## src/rtl/wb_arbiter.sv

```systemverilog
// -----------------------------------------------------------------------------
// wb_arbiter
//   Arbitrates the single register-file write port between the ALU result
//   path and the load (mem) result path. Load results normally win a
//   collision. A small counter tracks how many cycles in a row the ALU lost
//   while offering a result. Once that count reaches STARVE_LIMIT, the next
//   collision goes to the ALU instead.
//   Accepted results reach the register file one cycle later. Writes to x0
//   are accepted but dropped. A statistics counter counts the writes that
//   are actually performed.
//
// Parameters
//   STARVE_LIMIT  consecutive ALU losses before the ALU is forced a grant (1..15)
//   CNT_W         width of the writeback statistics counter
//
// Ports
//   clk, reset                     clock, synchronous active-high reset
//   alu_valid_i/rd_i/data_i        ALU result offer
//   alu_ready_o                    ALU offer accepted this cycle (combinational)
//   mem_valid_i/rd_i/data_i        load result offer
//   mem_ready_o                    load offer accepted this cycle (combinational)
//   rf_stall_i                     register-file write port unavailable
//   rf_we_o/rf_waddr_o/rf_wdata_o  registered register-file write
//   wb_count_o                     registered count of performed writes
// -----------------------------------------------------------------------------
module wb_arbiter #(
    parameter int STARVE_LIMIT = 3,
    parameter int CNT_W        = 16
) (
    input  logic             clk,
    input  logic             reset,
    input  logic             alu_valid_i,
    input  logic [4:0]       alu_rd_i,
    input  logic [31:0]      alu_data_i,
    output logic             alu_ready_o,
    input  logic             mem_valid_i,
    input  logic [4:0]       mem_rd_i,
    input  logic [31:0]      mem_data_i,
    output logic             mem_ready_o,
    input  logic             rf_stall_i,
    output logic             rf_we_o,
    output logic [4:0]       rf_waddr_o,
    output logic [31:0]      rf_wdata_o,
    output logic [CNT_W-1:0] wb_count_o
);

    localparam logic [3:0] LIMIT = 4'(STARVE_LIMIT);

    logic [3:0]       starve_q, starve_d;
    logic             rf_we_q, rf_we_d;
    logic [4:0]       rf_waddr_q, rf_waddr_d;
    logic [31:0]      rf_wdata_q, rf_wdata_d;
    logic [CNT_W-1:0] wb_count_q, wb_count_d;

    logic             alu_starved;
    logic             grant_mem;
    logic             grant_alu;
    logic [4:0]       xfer_rd;
    logic [31:0]      xfer_data;
    logic             wr_en;

    // The ALU is owed a grant only if it is actually offering a result. An
    // idle ALU never blocks the load path.
    assign alu_starved = alu_valid_i && (starve_q == LIMIT);
    assign grant_mem   = mem_valid_i && !rf_stall_i && !reset && !alu_starved;
    assign grant_alu   = alu_valid_i && !rf_stall_i && !reset && !grant_mem;

    assign mem_ready_o = grant_mem;
    assign alu_ready_o = grant_alu;

    // The grants are one-hot, so a simple mux selects the winning payload.
    assign xfer_rd   = grant_mem ? mem_rd_i   : alu_rd_i;
    assign xfer_data = grant_mem ? mem_data_i : alu_data_i;
    assign wr_en     = (grant_mem || grant_alu) && (xfer_rd != 5'd0);

    // Starvation counter. It restarts whenever the ALU either wins or stops
    // offering a result. A stalled cycle is not counted as a loss, so the
    // counter freezes while the write port is stalled.
    always_comb begin
        starve_d = starve_q;
        if (!alu_valid_i || grant_alu) begin
            starve_d = 4'd0;
        end else if (!rf_stall_i) begin
            starve_d = (starve_q == LIMIT) ? starve_q : starve_q + 4'd1;
        end
    end

    // Address and data change only on a real write. Idle cycles, stalls and
    // x0 writes leave the last written values visible.
    always_comb begin
        rf_we_d    = wr_en;
        rf_waddr_d = wr_en ? xfer_rd   : rf_waddr_q;
        rf_wdata_d = wr_en ? xfer_data : rf_wdata_q;
        wb_count_d = wr_en ? wb_count_q + {{(CNT_W-1){1'b0}}, 1'b1} : wb_count_q;
    end

    always_ff @(posedge clk) begin
        if (reset) begin
            starve_q   <= 4'd0;
            rf_we_q    <= 1'b0;
            rf_waddr_q <= 5'd0;
            rf_wdata_q <= 32'd0;
            wb_count_q <= '0;
        end else begin
            starve_q   <= starve_d;
            rf_we_q    <= rf_we_d;
            rf_waddr_q <= rf_waddr_d;
            rf_wdata_q <= rf_wdata_d;
            wb_count_q <= wb_count_d;
        end
    end

    assign rf_we_o    = rf_we_q;
    assign rf_waddr_o = rf_waddr_q;
    assign rf_wdata_o = rf_wdata_q;
    assign wb_count_o = wb_count_q;

endmodule

```

## config.mk

```make
export PLATFORM = sky130hd
export DESIGN_NAME = wb_arbiter
export DESIGN_NICKNAME = d
export VERILOG_FILES = /design/src/rtl/wb_arbiter.sv
export SDC_FILE = /design/constraint.sdc
export NUM_CORES = 1
export LEC_CHECK = 0
export ABC_AREA = 1
export BUFFER_PORTS_ARGS = -buffer_cell sky130_fd_sc_hd__buf_2
export CELL_PAD_IN_SITES_DETAIL_PLACEMENT = 2
export CELL_PAD_IN_SITES_GLOBAL_PLACEMENT = 2
export CORE_ASPECT_RATIO = 1.4
export CORE_MARGIN = 1
export CORE_UTILIZATION = 26
export CTS_BUF_LIST = sky130_fd_sc_hd__clkbuf_8 sky130_fd_sc_hd__clkbuf_16
export DETAILED_ROUTE_END_ITERATION = 16
export PLACE_DENSITY_LB_ADDON = 0.1
export SETUP_SLACK_MARGIN = 0.02
export SLEW_MARGIN = 25
export SYNTH_ARGS = -nofsm -noshare
export SYNTH_HDL_FRONTEND = slang
export SYNTH_SLANG_ARGS = --single-unit
export TNS_END_PERCENT = 1
```

## constraint.sdc

```tcl
create_clock -name clk -period 6 [get_ports clk]
set_input_delay 1.8 -clock clk [delete_from_list [all_inputs] [get_ports clk]]
set_output_delay 1.8 -clock clk [all_outputs]
set_load 0.1 [all_outputs]
```

==> results_dict.tcl, run 1 <==
set metrics [dict create \
    htreeDepth 3 \
    ctsResizeCount 0 \
    cts_buffers 9 \
    ys_types 29 \
    fmax_ghz 0.197 \
    skew_ns 0.00616 \
    cts_max_path_buffers 2 \
    drtAntennaViolNets 0 \
    ys_ff_latch 58 \
    status "completed" \
    min_period_ns 5.07 \
    overflow 0 \
    grt_first_pass_wirelength_microns 17800 \
    nNetsFinal 696 \
    via_per_inst 4.71 \
    port_buffers 134 \
    yosysTopAreaCell "dfxtp_1" \
    async_flop_share_pct 0 \
    clockRootBuffer "clkbuf_16" \
    synthTopCellsByArea "dfxtp_1, nand2_1, nor2_1" \
    power_frac_seq_pct 34.5 \
    ys_seq_area_share_pct 36.7 \
    io_pins 135 \
    synth_edf_count 0 \
    num-fill-cells 1502 \
    cts_sinks 58 \
    max_stage_delay_ns 0.34 \
    insertedDiodeCount 0 \
    vdd_drop_max_v 0.000133 \
    fin_util_pct 35.2 \
    layout-drive-gt1-share_pct 27.3 \
    post-place-ws_ns 0.898 \
    hpwlAfterDp_microns 8030 \
    cpMaxStageDelayCell "buf_4" \
    grt_antenna_before_repair 0 \
    required_ns 4.20 \
    min_path_type "flip-flop to flip-flop" \
    core_area_sq_um 11800 \
    whs_ns 0.464 \
    tightest_slew_ns 0.716 \
    grt_max_degree 63 \
    max_cap_viol_count 0 \
    clkLatencyLatePin_ns 0.33 \
    cp.arrival_ns 3.27 \
    synth_top_area_share_pct 36.7 \
    via_count 3605 \
    hold_buffers 0 \
    syn_avg_cell_area_sq_um 6.43 \
    drc 0 \
    initial_core_util_pct 26.7 \
    place_area_sq_um 3880 \
    routedWlPerCell_microns 14.3 \
    grt_pass1_vias 3839 \
    cts_tree "yes" \
    synth_area_sq_um 3160 \
    startpoint_type "input pin" \
    netlist_instances 492 \
    syn-num-nets 573 \
    die_y_microns 132 \
    instances_no_fill 766 \
    gp_congestion 0.753 \
    power_density_nw_per_um2 294 \
    maxSlewViolCount 0 \
    synth_common_cells "nand2_1, nor2_1, dfxtp_1, nand3b_1, nand3_1" \
    p_total_mw 1.22 \
    cp_cell_sequence "buf_2, inv_2, nand2_2, nor2_4, nand2_2, buf_4, inv_2, buf_4, buf_12" \
    final.setup.tns_ns 0 \
    first_pass_iters 4 \
    power.share.clock_pct 38.7 \
    dieArea_sq_um 12600 \
    setup_ws_ns 0.932 \
    dp.cells 751 \
    synth.most_common_cell "nand2_1" \
    ys.flop_type "dfxtp_1" \
    intPower_mw 0.777 \
    slew_headroom_pct 52.2 \
    crit_path_max_fanout 39 \
    swShare_pct 36.4 \
    pwr-share-comb_pct 26.8 \
    ys_warn_count 0 \
    syn2layout_area_growth_pct 31.5 \
    hold_viol 0 \
    cts.clk_slew.worst_paths_ns 0.05 \
    die_w_microns 95.2 \
    setup_viol 0 \
    grtUsageTotal_pct 18.1 \
    cts_setup_buffers 0 \
    critPathCaptureType "primary output" \
    drt_iter0_drc 82 \
    post-route-period-util_pct 84.5 \
    wl_microns 10900 \
    critical_path_class "input pin to primary output" \
    switchingPower_mw 0.444 \
    rsz0062_at_grt "no" \
    rows 47 \
    p_leak_nw 2.16 \
    fin_area_sq_um 4160 \
]
path summary, 6_finish.rpt:
path                               from                     endpoint  slack [ns]  depth (start not counted)
max reg2reg    starve_q[0]$_SDFFE_PP0P_  rf_wdata_o[10]$_SDFFE_PP0P_        3.45                         12
min reg2reg  rf_waddr_o[0]$_SDFFE_PP0P_   rf_waddr_o[0]$_SDFFE_PP0P_        0.46                          2
min          rf_waddr_o[0]$_SDFFE_PP0P_   rf_waddr_o[0]$_SDFFE_PP0P_        0.46                          2
max                          rf_stall_i                  mem_ready_o        0.93                          9
per-layer routing:
layer  track usage [%]  part of all wire [%]  vias up  wire length [microns]
li1                  -                     -     1786                      -
met1              19.8                    41     1722                   4460
met2              33.7                    53       86                   5820
met3              3.10                   4.4       11                    479
met4              6.90                   1.6        0                    175
met5                 0                     0        -                      0
final cells by class:
type | instances | area, sq um | share of cell area, %
inverter | 21 | 78.8 | 1.90
timing repair buffer | 138 | 716 | 17.2
clock buffer | 11 | 253 | 6.08
tap | 147 | 184 | 4.43
sequential | 58 | 1160 | 27.9
clock inverter | 4 | 18.8 | 0.452
multi-input combinational | 387 | 1750 | 42.0
power by group through the flow:
stage	clock network (mW)	registers (mW)	logic (mW)
2_1_floorplan	0	0.589	0.0973
3_5_place_dp	0	0.430	0.332
6_report	0.473	0.422	0.327
5_1_grt	0.508	0.425	0.350
3_3_place_gp	0	0.429	0.325
4_1_cts	0.491	0.422	0.333
state kept, by name (all words and copies together) (netlist names):
name and count:
rf_waddr_o 5, rf_wdata_o 32, rf_we_o 1, starve_q 4, wb_count_o 16
worst max-delay path, delay by kind of cell:
| family | cells | cell delay [ns] |
|---|---|---|
| buffers and inverters | 6 | 1.16 |
| and+or+nand+nor | 3 | 0.30 |
layout by cell type, fill, tap and decap left out, types with 9 or more instances in the layout:
cell type,synthesis,routed
buf_2,3,133
nand3_1,30,30
a21oi_1,16,16
inv_1,16,17
nand3b_1,36,36
dfxtp_1,58,58
clkbuf_16,0,9
nor2_1,106,106
nand2_1,175,175
logic make-up after synthesis:
kind of cell | share of synthesized area, %
AOI/OAI and AO/OA | 3.60
DFF | 36.7
buffers and inverters | 8.07
xor gates and xnor gates | 0.831
adders and majority gates | 0.791
and+or+nand+nor | 50.0
Note: power is estimated with default switching activity, not from simulation.
==> run 2, diff against run 1 <==
--- a/config.mk
+++ b/config.mk
@@ -11,7 +11,7 @@
 export CELL_PAD_IN_SITES_GLOBAL_PLACEMENT = 2
 export CORE_ASPECT_RATIO = 1.4
 export CORE_MARGIN = 1
-export CORE_UTILIZATION = 26
+export CORE_UTILIZATION = 24
 export CTS_BUF_LIST = sky130_fd_sc_hd__clkbuf_8 sky130_fd_sc_hd__clkbuf_16
 export DETAILED_ROUTE_END_ITERATION = 16
 export PLACE_DENSITY_LB_ADDON = 0.1
==> constraint.sdc (replaced) <==
create_clock -name clk -period 5 [get_ports clk]
set_input_delay 1.5 -clock clk [delete_from_list [all_inputs] [get_ports clk]]
set_output_delay 1.5 -clock clk [all_outputs]
set_load 0.1 [all_outputs]
==> run 2 against run 1 <==
  * Via count down 0.28%
  * Clock skew up 0.0044 ns
  * Routed wire length up 0.46%
  * Sequential power up 20%
  * Power up 34%
  * Utilization down 2.1 points
  * Global-route usage down 1.3 points
  * Worst setup slack better by 0.19 ns
  * Largest power group unchanged
==> results_dict.tcl, run 2 (synthesis results as in run 1) <==
set metrics [dict create \
    nNetsFinal 696 \
    r2r_setup_slack_ns 2.37 \
    port_buffers 134 \
    grtUsageTotal_pct 16.9 \
    cts_sinks 58 \
    vdd_drop_max_v 0.000147 \
    setup_viol 0 \
    cp.arrival_ns 2.38 \
    cts_setup_buffers 0 \
    syn2layout_area_growth_pct 34.8 \
    status "completed" \
    drtAntennaViolNets 0 \
    via_per_inst 4.65 \
    rows 49 \
    post-route-period-util_pct 77.5 \
    initial_core_util_pct 24.6 \
    wl_microns 11000 \
    skew_ns 0.0106 \
    layout-drive-gt1-share_pct 27.7 \
    grt_first_pass_wirelength_microns 17800 \
    dieArea_sq_um 13600 \
    grt_max_degree 63 \
    whs_ns 0.459 \
    grt_pass1_vias 3760 \
    p_leak_nw 2.20 \
    cts.clk_slew.worst_paths_ns 0.05 \
    clkLatencyLatePin_ns 0.33 \
    drc 0 \
    final_cell_mix "nand2_1, buf_2, nor2_1" \
    drt_iter0_drc 45 \
    cts_max_path_buffers 2 \
    max_cap_viol_count 0 \
    cts_tree "yes" \
    hold_viol 0 \
    cts_buffers 9 \
    fmax_ghz 0.258 \
    core_area_sq_um 12900 \
    htreeDepth 3 \
    min_period_ns 3.88 \
    overflow 0 \
    ctsResizeCount 0 \
    crit_path_max_fanout 6 \
    maxSlewViolCount 0 \
    first_pass_iters 4 \
    critical_path_class "input pin to primary output" \
    final.setup.tns_ns 0 \
    startpoint_type "input pin" \
    io_pins 135 \
    power_density_nw_per_um2 383 \
    die_w_microns 99.0 \
    die_y_microns 138 \
    largest_register_ffs 32 \
    via_count 3595 \
    critPathCaptureType "primary output" \
    min_path_type "flip-flop to flip-flop" \
    layout_commonest_cell "nand2_1" \
    hold_buffers 0 \
    grt_antenna_before_repair 0 \
    hpwlAfterDp_microns 7980 \
    clockRootBuffer "clkbuf_16" \
    insertedDiodeCount 0 \
    slew_headroom_pct 50.3 \
    rsz0062_at_grt "no" \
    tightest_slew_ns 0.744 \
    gp_congestion 0.720 \
    required_ns 3.50 \
    routedWlPerCell_microns 14.2 \
]
run 2: routing by layer:
| layer | vias to the layer above | GRT usage, % | part of all wire (%) |
|---|---|---|---|
| met5 | - | 0 | 0 |
| met4 | 0 | 6.55 | 1.7 |
| met3 | 14 | 2.74 | 3.6 |
| met2 | 79 | 32.4 | 53 |
| met1 | 1722 | 18.3 | 41 |
| li1 | 1780 | - | - |
run 2: cell type report:
class	instances	area (sq um)
Fill cell	1610	8610
Clock buffer	11	253
Timing Repair Buffer	138	731
Clock inverter	5	100
Inverter	21	78.8
Sequential cell	58	1160
Multi-Input combinational cell	387	1750
Tap cell	153	191
run 2: path summary, 6_finish.rpt:
kind,cells past startpoint,start,endpoint
hold / removal,2,rf_waddr_o[3]$_SDFFE_PP0P_,rf_waddr_o[3]$_SDFFE_PP0P_
setup reg to reg,11,starve_q[0]$_SDFFE_PP0P_,wb_count_o[11]$_SDFFE_PP0P_
setup / recovery,8,rf_stall_i,alu_ready_o
hold reg to reg,2,rf_waddr_o[3]$_SDFFE_PP0P_,rf_waddr_o[3]$_SDFFE_PP0P_
run 2: worst max-delay path, cell delays in order:
cell	delay [ns]
buf_2	0.11
inv_2	0.11
nand2_2	0.07
nor2_4	0.16
nand2_2	0.10
inv_2	0.11
nor2_2	0.06
buf_12	0.16
run 2: power breakdown:
part / total [mW] / internal [mW] / switching (mW)
clock network: 0.733 / 0.512 / 0.221
registers: 0.506 / 0.490 / 0.0155
logic: 0.395 / 0.0892 / 0.306
total: 1.63 / 1.09 / 0.542
run 2: through the flow:
step / area, sq um / total power, mW / worst slack (ns) / util, % / cells
detailed placement: 3910 / 0.916 / 1.11 / 30.4 / 757
global placement: 3910 / 0.907 / 1.14 / 30.4 / 757
global route: 4260 / 1.70 / 1.06 / 33.1 / 773
finish: 4260 / 1.63 / 1.12 / 33.1 / 773
floorplan: 3160 / 0.824 / 0.386 / - / 492
CTS: 4260 / 1.66 / 1.10 / 33.1 / 773
